<file path="src/rtl/imm_field_encoder.sv">
// Packs a signed 32-bit value with opcode/registers into instruction words, flagging values that do not fit.
// Build option LI_SPLIT_EN: oversized LI expands into a LUI+ADDI pair instead of a truncated, flagged ADDI.
module imm_field_encoder #(
  parameter logic [5:0] BRA     = 6'b010110,
  parameter logic [5:0] JUMP    = 6'b010101,
  parameter logic [5:0] LI_OP   = 6'b111111,
  parameter logic [5:0] ADDI_OP = 6'b001000
`ifdef LI_SPLIT_EN
  ,
  parameter logic [5:0] LUI_OP  = 6'b001111
`endif
) (
  input  logic        clk,
  input  logic        reset_n,
  input  logic        in_valid,
  output logic        in_ready,
  input  logic [5:0]  in_opcode,
  input  logic [4:0]  in_rs,
  input  logic [4:0]  in_rt,
  input  logic [31:0] in_value,
  output logic        out_valid,
  input  logic        out_ready,
  output logic [31:0] out_instr,
  output logic        out_overflow,
  output logic [7:0]  err_count
);

  typedef enum logic [1:0] {
    EMPTY = 2'd0,
    LAST  = 2'd1
`ifdef LI_SPLIT_EN
    ,
    FIRST = 2'd2
`endif
  } state_e;

  state_e      state_q, state_d;
  logic [31:0] outInstr_q, outInstr_d;
  logic        outOvf_q, outOvf_d;
  logic [7:0]  errCnt_q, errCnt_d;

  logic        fit16, fit26;
  logic        accept;
  logic [31:0] encWord;
  logic        encOvf;

`ifdef LI_SPLIT_EN
  logic [31:0] pendInstr_q, pendInstr_d;
  logic [31:0] encPend;
  logic        encSplit;
  logic [15:0] liHi;

  // Upper half is pre-compensated for the sign extension ADDI applies to the low half.
  assign liHi = in_value[31:16] + {15'd0, in_value[15]};
`endif

  assign fit16 = (&in_value[31:15]) | ~(|in_value[31:15]);
  assign fit26 = (&in_value[31:25]) | ~(|in_value[31:25]);

  always_comb begin
    encWord = '0;
    encOvf  = 1'b0;
`ifdef LI_SPLIT_EN
    encPend  = '0;
    encSplit = 1'b0;
`endif
    case (in_opcode)
      JUMP: begin
        encWord = {JUMP, in_value[25:0]};
        encOvf  = ~fit26;
      end
      LI_OP: begin
        if (fit16) begin
          encWord = {ADDI_OP, 5'd0, in_rt, in_value[15:0]};
        end else begin
`ifdef LI_SPLIT_EN
          encWord  = {LUI_OP, 5'd0, in_rt, liHi};
          encPend  = {ADDI_OP, in_rt, in_rt, in_value[15:0]};
          encSplit = 1'b1;
`else
          encWord = {ADDI_OP, 5'd0, in_rt, in_value[15:0]};
          encOvf  = 1'b1;
`endif
        end
      end
      BRA: begin
        encWord = {BRA, in_rs, in_rt, in_value[15:0]};
        encOvf  = ~fit16;
      end
      default: begin
        encWord = {in_opcode, in_rs, in_rt, in_value[15:0]};
        encOvf  = ~fit16;
      end
    endcase
  end

  // A new request may only replace the final word of the previous one, never a LUI half.
  assign in_ready = reset_n & ((state_q == EMPTY) | ((state_q == LAST) & out_ready));
  assign accept   = in_valid & in_ready;

  always_comb begin
    state_d    = state_q;
    outInstr_d = outInstr_q;
    outOvf_d   = outOvf_q;
    errCnt_d   = errCnt_q;
`ifdef LI_SPLIT_EN
    pendInstr_d = pendInstr_q;
`endif
    if (accept) begin
      outInstr_d = encWord;
      outOvf_d   = encOvf;
      state_d    = LAST;
`ifdef LI_SPLIT_EN
      if (encSplit) begin
        state_d     = FIRST;
        pendInstr_d = encPend;
      end
`endif
      if (encOvf && (errCnt_q != 8'hFF)) begin
        errCnt_d = errCnt_q + 8'd1;
      end
    end else begin
      case (state_q)
        EMPTY: state_d = EMPTY;
        LAST: begin
          if (out_ready) begin
            state_d = EMPTY;
          end
        end
`ifdef LI_SPLIT_EN
        FIRST: begin
          if (out_ready) begin
            state_d    = LAST;
            outInstr_d = pendInstr_q;
            outOvf_d   = 1'b0;
          end
        end
`endif
        default: state_d = EMPTY;
      endcase
    end
  end

  always_ff @(posedge clk) begin
    if (!reset_n) begin
      state_q    <= EMPTY;
      outInstr_q <= '0;
      outOvf_q   <= 1'b0;
      errCnt_q   <= '0;
`ifdef LI_SPLIT_EN
      pendInstr_q <= '0;
`endif
    end else begin
      state_q    <= state_d;
      outInstr_q <= outInstr_d;
      outOvf_q   <= outOvf_d;
      errCnt_q   <= errCnt_d;
`ifdef LI_SPLIT_EN
      pendInstr_q <= pendInstr_d;
`endif
    end
  end

  assign out_valid    = (state_q != EMPTY);
  assign out_instr    = outInstr_q;
  assign out_overflow = outOvf_q;
  assign err_count    = errCnt_q;

endmodule
</file>
<file path="config.mk">
export PLATFORM = sky130hd
export DESIGN_NAME = imm_field_encoder
export DESIGN_NICKNAME = d
export VERILOG_FILES = /design/src/rtl/imm_field_encoder.sv
export SDC_FILE = /design/constraint.sdc
export NUM_CORES = 1
export LEC_CHECK = 0
export BUFFER_PORTS_ARGS = -buffer_cell sky130_fd_sc_hd__buf_2
export CAP_MARGIN = 20
export CORE_ASPECT_RATIO = 1.2
export CORE_UTILIZATION = 45
export CTS_BUF_LIST = sky130_fd_sc_hd__clkbuf_4 sky130_fd_sc_hd__clkbuf_8
export CTS_CLUSTER_SIZE = 40
export DETAILED_ROUTE_END_ITERATION = 16
export GPL_ROUTABILITY_DRIVEN = 0
export GPL_TIMING_DRIVEN = 1
export PLACE_DENSITY = 0.79
export REMOVE_ABC_BUFFERS = 1
export SETUP_SLACK_MARGIN = 0.15
export SLEW_MARGIN = 20
export SYNTH_ARGS = -nofsm -noshare
export SYNTH_HDL_FRONTEND = slang
export SYNTH_SLANG_ARGS = --single-unit
</file>
<file path="constraint.sdc">
create_clock -name clk -period 4.8 [get_ports clk]
set_clock_uncertainty 0.2 [all_clocks]
set_input_delay 0.24 -clock clk [delete_from_list [all_inputs] [get_ports clk]]
set_output_delay 0.24 -clock clk [all_outputs]
set_load 0.1 [all_outputs]
</file>
**Word-level counts from Yosys, hierarchy flattened**

Cells that the tools add are included.

- Logic and storage cells: 33
- Output and inout port bits: 43
- Register bits: 42
- Input port bits: 52

- $add $sub $neg: 1
- Bitwise gates (word level): 10
- Reduce and logical (&&, ||, !) cells: 7
- Mux-type cells: 6
- Equality and inequality tests: 5

Operators with widths:

| kind | count |
|---|---|
| 32-bit case mux with 3 select lines | 1 |
| 17-bit AND reduction | 1 |
| 17-bit OR reduction | 1 |
| 6-bit by 5-bit == test with 1-bit output (second input constant) | 2 |
| 8-bit by 1-bit adder with 8-bit output (second input constant) | 1 |
| 8-bit inequality test (second input constant) | 1 |
| 7-bit AND reduction | 1 |
| 7-bit OR reduction | 1 |
| 6-bit == test (second input constant) | 1 |
| 1-bit 2-to-1 mux | 4 |
| 1-bit inverter | 4 |
| 1-bit AND | 3 |
| 3-bit inequality test (second input constant) | 1 |
| 1-bit OR | 3 |
| 2-bit logical NOT | 1 |
| 1-bit case mux with 2 select lines | 1 |
| 2-bit AND reduction | 1 |
| 1-bit logical AND | 1 |

**Longest topological paths before layout**

- Depth in word-level cells: 7
- Gate-level depth with buffers: 7
- Depth with buffers taken out: 6

**Worst setup path before layout**

OpenSTA, ideal clock, no wires.

- Path type: flip-flop to flip-flop
- Start point: register errCnt_q[0], in the netlist err_count[0]
- End point: register errCnt_q[0], in the netlist err_count[0]
- Slack: 2.337 ns
- Period minus slack after synthesis: 2.463 ns
- Stages on the path, launching flop included: 6
- Required time: 4.515 ns
- Arrival: 2.178 ns
- Buffers on the path: 0
- Library setup time: 0.085 ns
- Cell sequence: dfxtp_1 ha_1 nand2_1 nor3_1 o21bai_4 mux2i_1

- Cells in the longest elaborated chain, start to end: 3
- Elaborated cells on any way between the ends: 4
- Those cells by class: 1 x add/sub; 1 x eq/ne; 2 x reduce/logical

Ends and longest elaborated chain:

| what | RTL line | source |
|---|---|---|
| from (decl) | 40 | `logic [7:0] errCnt_q, errCnt_d;` |
| from (signal assigned) | 157 | `errCnt_q <= errCnt_d;` |
| branches (longest 3 deep; another with 8-bit by 1-bit adder with 8-bit output) | -- |  |

Parallel ways; which one is timed is not known.
A chain may end at the register's enable or synchronous reset.

**Worst setup path in the final report**

- Start point: input in_opcode[3]
- End point: register errCnt_q[1], in the netlist err_count[1]

- Cells in the longest elaborated chain, start to end: 4
- Elaborated cells on any way between the ends: 5
- Those cells by class: 2 x eq/ne; 1 x mux; 2 x reduce/logical

Ends and longest elaborated chain:

| what | RTL line | source |
|---|---|---|
| from (decl) | 17 | `input logic [5:0] in_opcode,` |
| 6-bit == test or 6-bit by 5-bit == test with 1-bit output (tied branches) | 67 | `case (in_opcode)` |
| 1-bit case mux with 2 select lines * | 67 |  |
| 1-bit logical AND * | 119 | `if (encOvf && (errCnt_q != 8'hFF)) begin` |
| 2-bit AND reduction (no source line) * | -- |  |

Every way passes the cells marked *; elsewhere a longest branch is shown, timed or not.

==> metrics.csv <==
metric;value;unit
total wire length;4780;um
asr flop ratio synth;0;%
Tmin final;2.40;ns
row count;25;
pre-CTS WS;2.42;ns
gr ovfl total;0;
VDD IR-drop max;0.000245;V
Diodes inserted;0;
Yosys cell types;38;
drt drc;0;
Die W;60.5;um
Cells after Synth;218;
Routed Antenna Nets;0;
total CTS buffers;5;
Final #Nets;379;
Avg Vias per Cell;5.18;
final setup fails;0;
synthesis-stage register bit count;42;
Critical Path RT;4.82;ns
vias in the first global route;1792;
core area;3940;um2
largest family of logic cells by synthesized area;simple AND/OR/NAND/NOR gates;
CTS tree;yes;
wire length on met2;2490;um
Post-synth EDFFs;0;
complex-gate fraction of the synthesized area;13.0;%
fmax;0.416;GHz
syn_area_per_cell;8.48;um2
Cell Area, Synth;1850;um2
most frequent cells in the layout;buf_2 (94), nand2_1 (50), dfxtp_1 (42);
num ports;95;
highest routed layer;met4;
die height;72.2;um
DR vias;1974;
Iter 0 DRT Violations;82;
Post-synth top flop;dfxtp_1;
CTS sink cnt;42;
Leakage Power;1.30;nW
Die ar.;4370;um2
Synth Area in Adders;0.677;%
wire length on met1;1980;um
clock root buffer;clkbuf_8;
Setup TNS;0;ns
largest net degree at the start of global routing;49;
fin util;66.3;%
final worst slack;2.40;ns
post-synthesis mux area share;6.50;%
CP Capture Type;flop;
placed cell count;354;
DRT Pass-1 Iters;4;
crit path max fanout;8;
Max Cap Viol;0;
Synth Area in Simple Gates;30.6;%
outcome;finished, final reports clean;
Initial Util;46.9;%
XOR/XNOR share of the synthesized area;0;%
HP Class;input pin to flop;
final worst path period share;50.1;%
register area share after synthesis;45.5;%
first-pass GRT wire length;7520;um
post-route design area;2610;um2
most common cell after layout, fill and taps aside;buf_2;
layout cells sized above 1;33.3;%
yosys warns;0;
overall power;905;uW
post-route insts no fill;381;
H-tree depth reported by CTS;2;
Placed Instance Area;2330;um2
Arrival @ worst endpoint;2.42;ns
Final Max Slew Viols;0;
Skew-Pair Late Insertion Delay;0.28;ns
initial antenna violation count;0;
HPWL Detailed;3350;um
Resized cells post-CTS;0;
Port Buffers;94;
Synth-to-Final Area Change;41.4;%
crit start category;input pin;
relative slew slack;50.8;%
Slew @ Worst Pin;0.738;ns
Routed WL per cell;12.6;um
final hold violation count;0;
clk slew on worst S/H paths;0.08;ns
CTS max path bufs;2;
WHS;0.0107;ns
PwrDens;346;nW/um2
Total GRT Usage;22.3;%
DR WL met3;277;um
Crit Path Category;input pin to flop;
unrepaired setup endpoints after global routing;false;
-- power breakdown --
group	internal, mW	switching, mW	total (mW)
clock	0.122	0.112	0.234
sequential	0.371	0.0138	0.385
combinational	0.0621	0.224	0.286
-- cell families (layout without fill, tap and decap cells) --
kind of cell | Yosys count | in the layout
AOI/OAI and AO/OA | 30 | 30
muxes | 12 | 12
and+or+nand+nor | 119 | 119
buffers and inverters | 14 | 123
DFF | 42 | 42
adders and majority gates | 1 | 1
-- final cells by class --
| cell class | count | area (um2) |
|---|---|---|
| fill | 355 | 1330 |
| inverter | 1 | 3.75 |
| tap | 54 | 67.6 |
| sequential | 42 | 841 |
| clock buffer | 7 | 90.1 |
| clock inverter | 1 | 5.00 |
| timing repair buffer | 114 | 668 |
| multi-input combinational | 162 | 938 |
-- cell usage after synthesis, types with 2 or more instances --
cell      instances  area (um2)
nand2_1          50         188
dfxtp_1          42         841
nand3_1          31         155
mux2i_1          12         120
nor2b_1           8        50.1
clkbuf_1          7        26.3
nor2_1            7        26.3
a22oi_1           5        37.5
nor3_1            5        25.0
o21ai_0           5        25.0
nor4_1            4        25.0
o21ai_1           4        20.0
a21boi_0          3        22.5
a222oi_1          3        30.0
buf_1             3        11.3
nand2b_1          3        18.8
nand4_1           3        18.8
a32o_1            2        20.0
buf_6             2        22.5
-- path summary, 6_finish.rpt --
check	from	slack [ns]	depth (start not counted)	endpoint
max	in_opcode[3]	2.40	7	err_count[1]$_SDFFE_PN0P_
min	in_rs[0]	0.01	3	out_instr[21]$_SDFFE_PN0P_
max reg2reg	state_q[0]$_SDFFE_PN0P_	2.84	6	out_instr[25]$_SDFFE_PN0P_
min reg2reg	out_instr[4]$_SDFFE_PN0P_	0.26	2	out_instr[4]$_SDFFE_PN0P_
-- state kept, by name (all words and copies together), names as in the netlist --
register,flops
err_count,8
out_instr,32
state_q,1
out_overflow,1
-- routing by layer --
metal / up-vias / GRT usage (%)
li1: 980 / -
met1: 930 / 26.3
met2: 60 / 38.2
met3: 4 / 6.77
met4: 0 / 6.82
met5: - / 0
-- repair_timing --
| item | 4_1_cts | 5_1_grt |
|---|---|---|
| hold buffers | 19 | 0 |
| buffers inserted | 0 | 0 |
| endpoints found under the hold margin | 19 | 0 |
-- critical path, stage by stage --
cell and delay [ns]:
dlygate4sd3_1 0.53, buf_2 0.13, or3_1 0.39, or2_0 0.43
and4_4 0.33, o21bai_4 0.18, mux2i_1 0.19
Note: power is estimated with default switching activity, not from simulation.
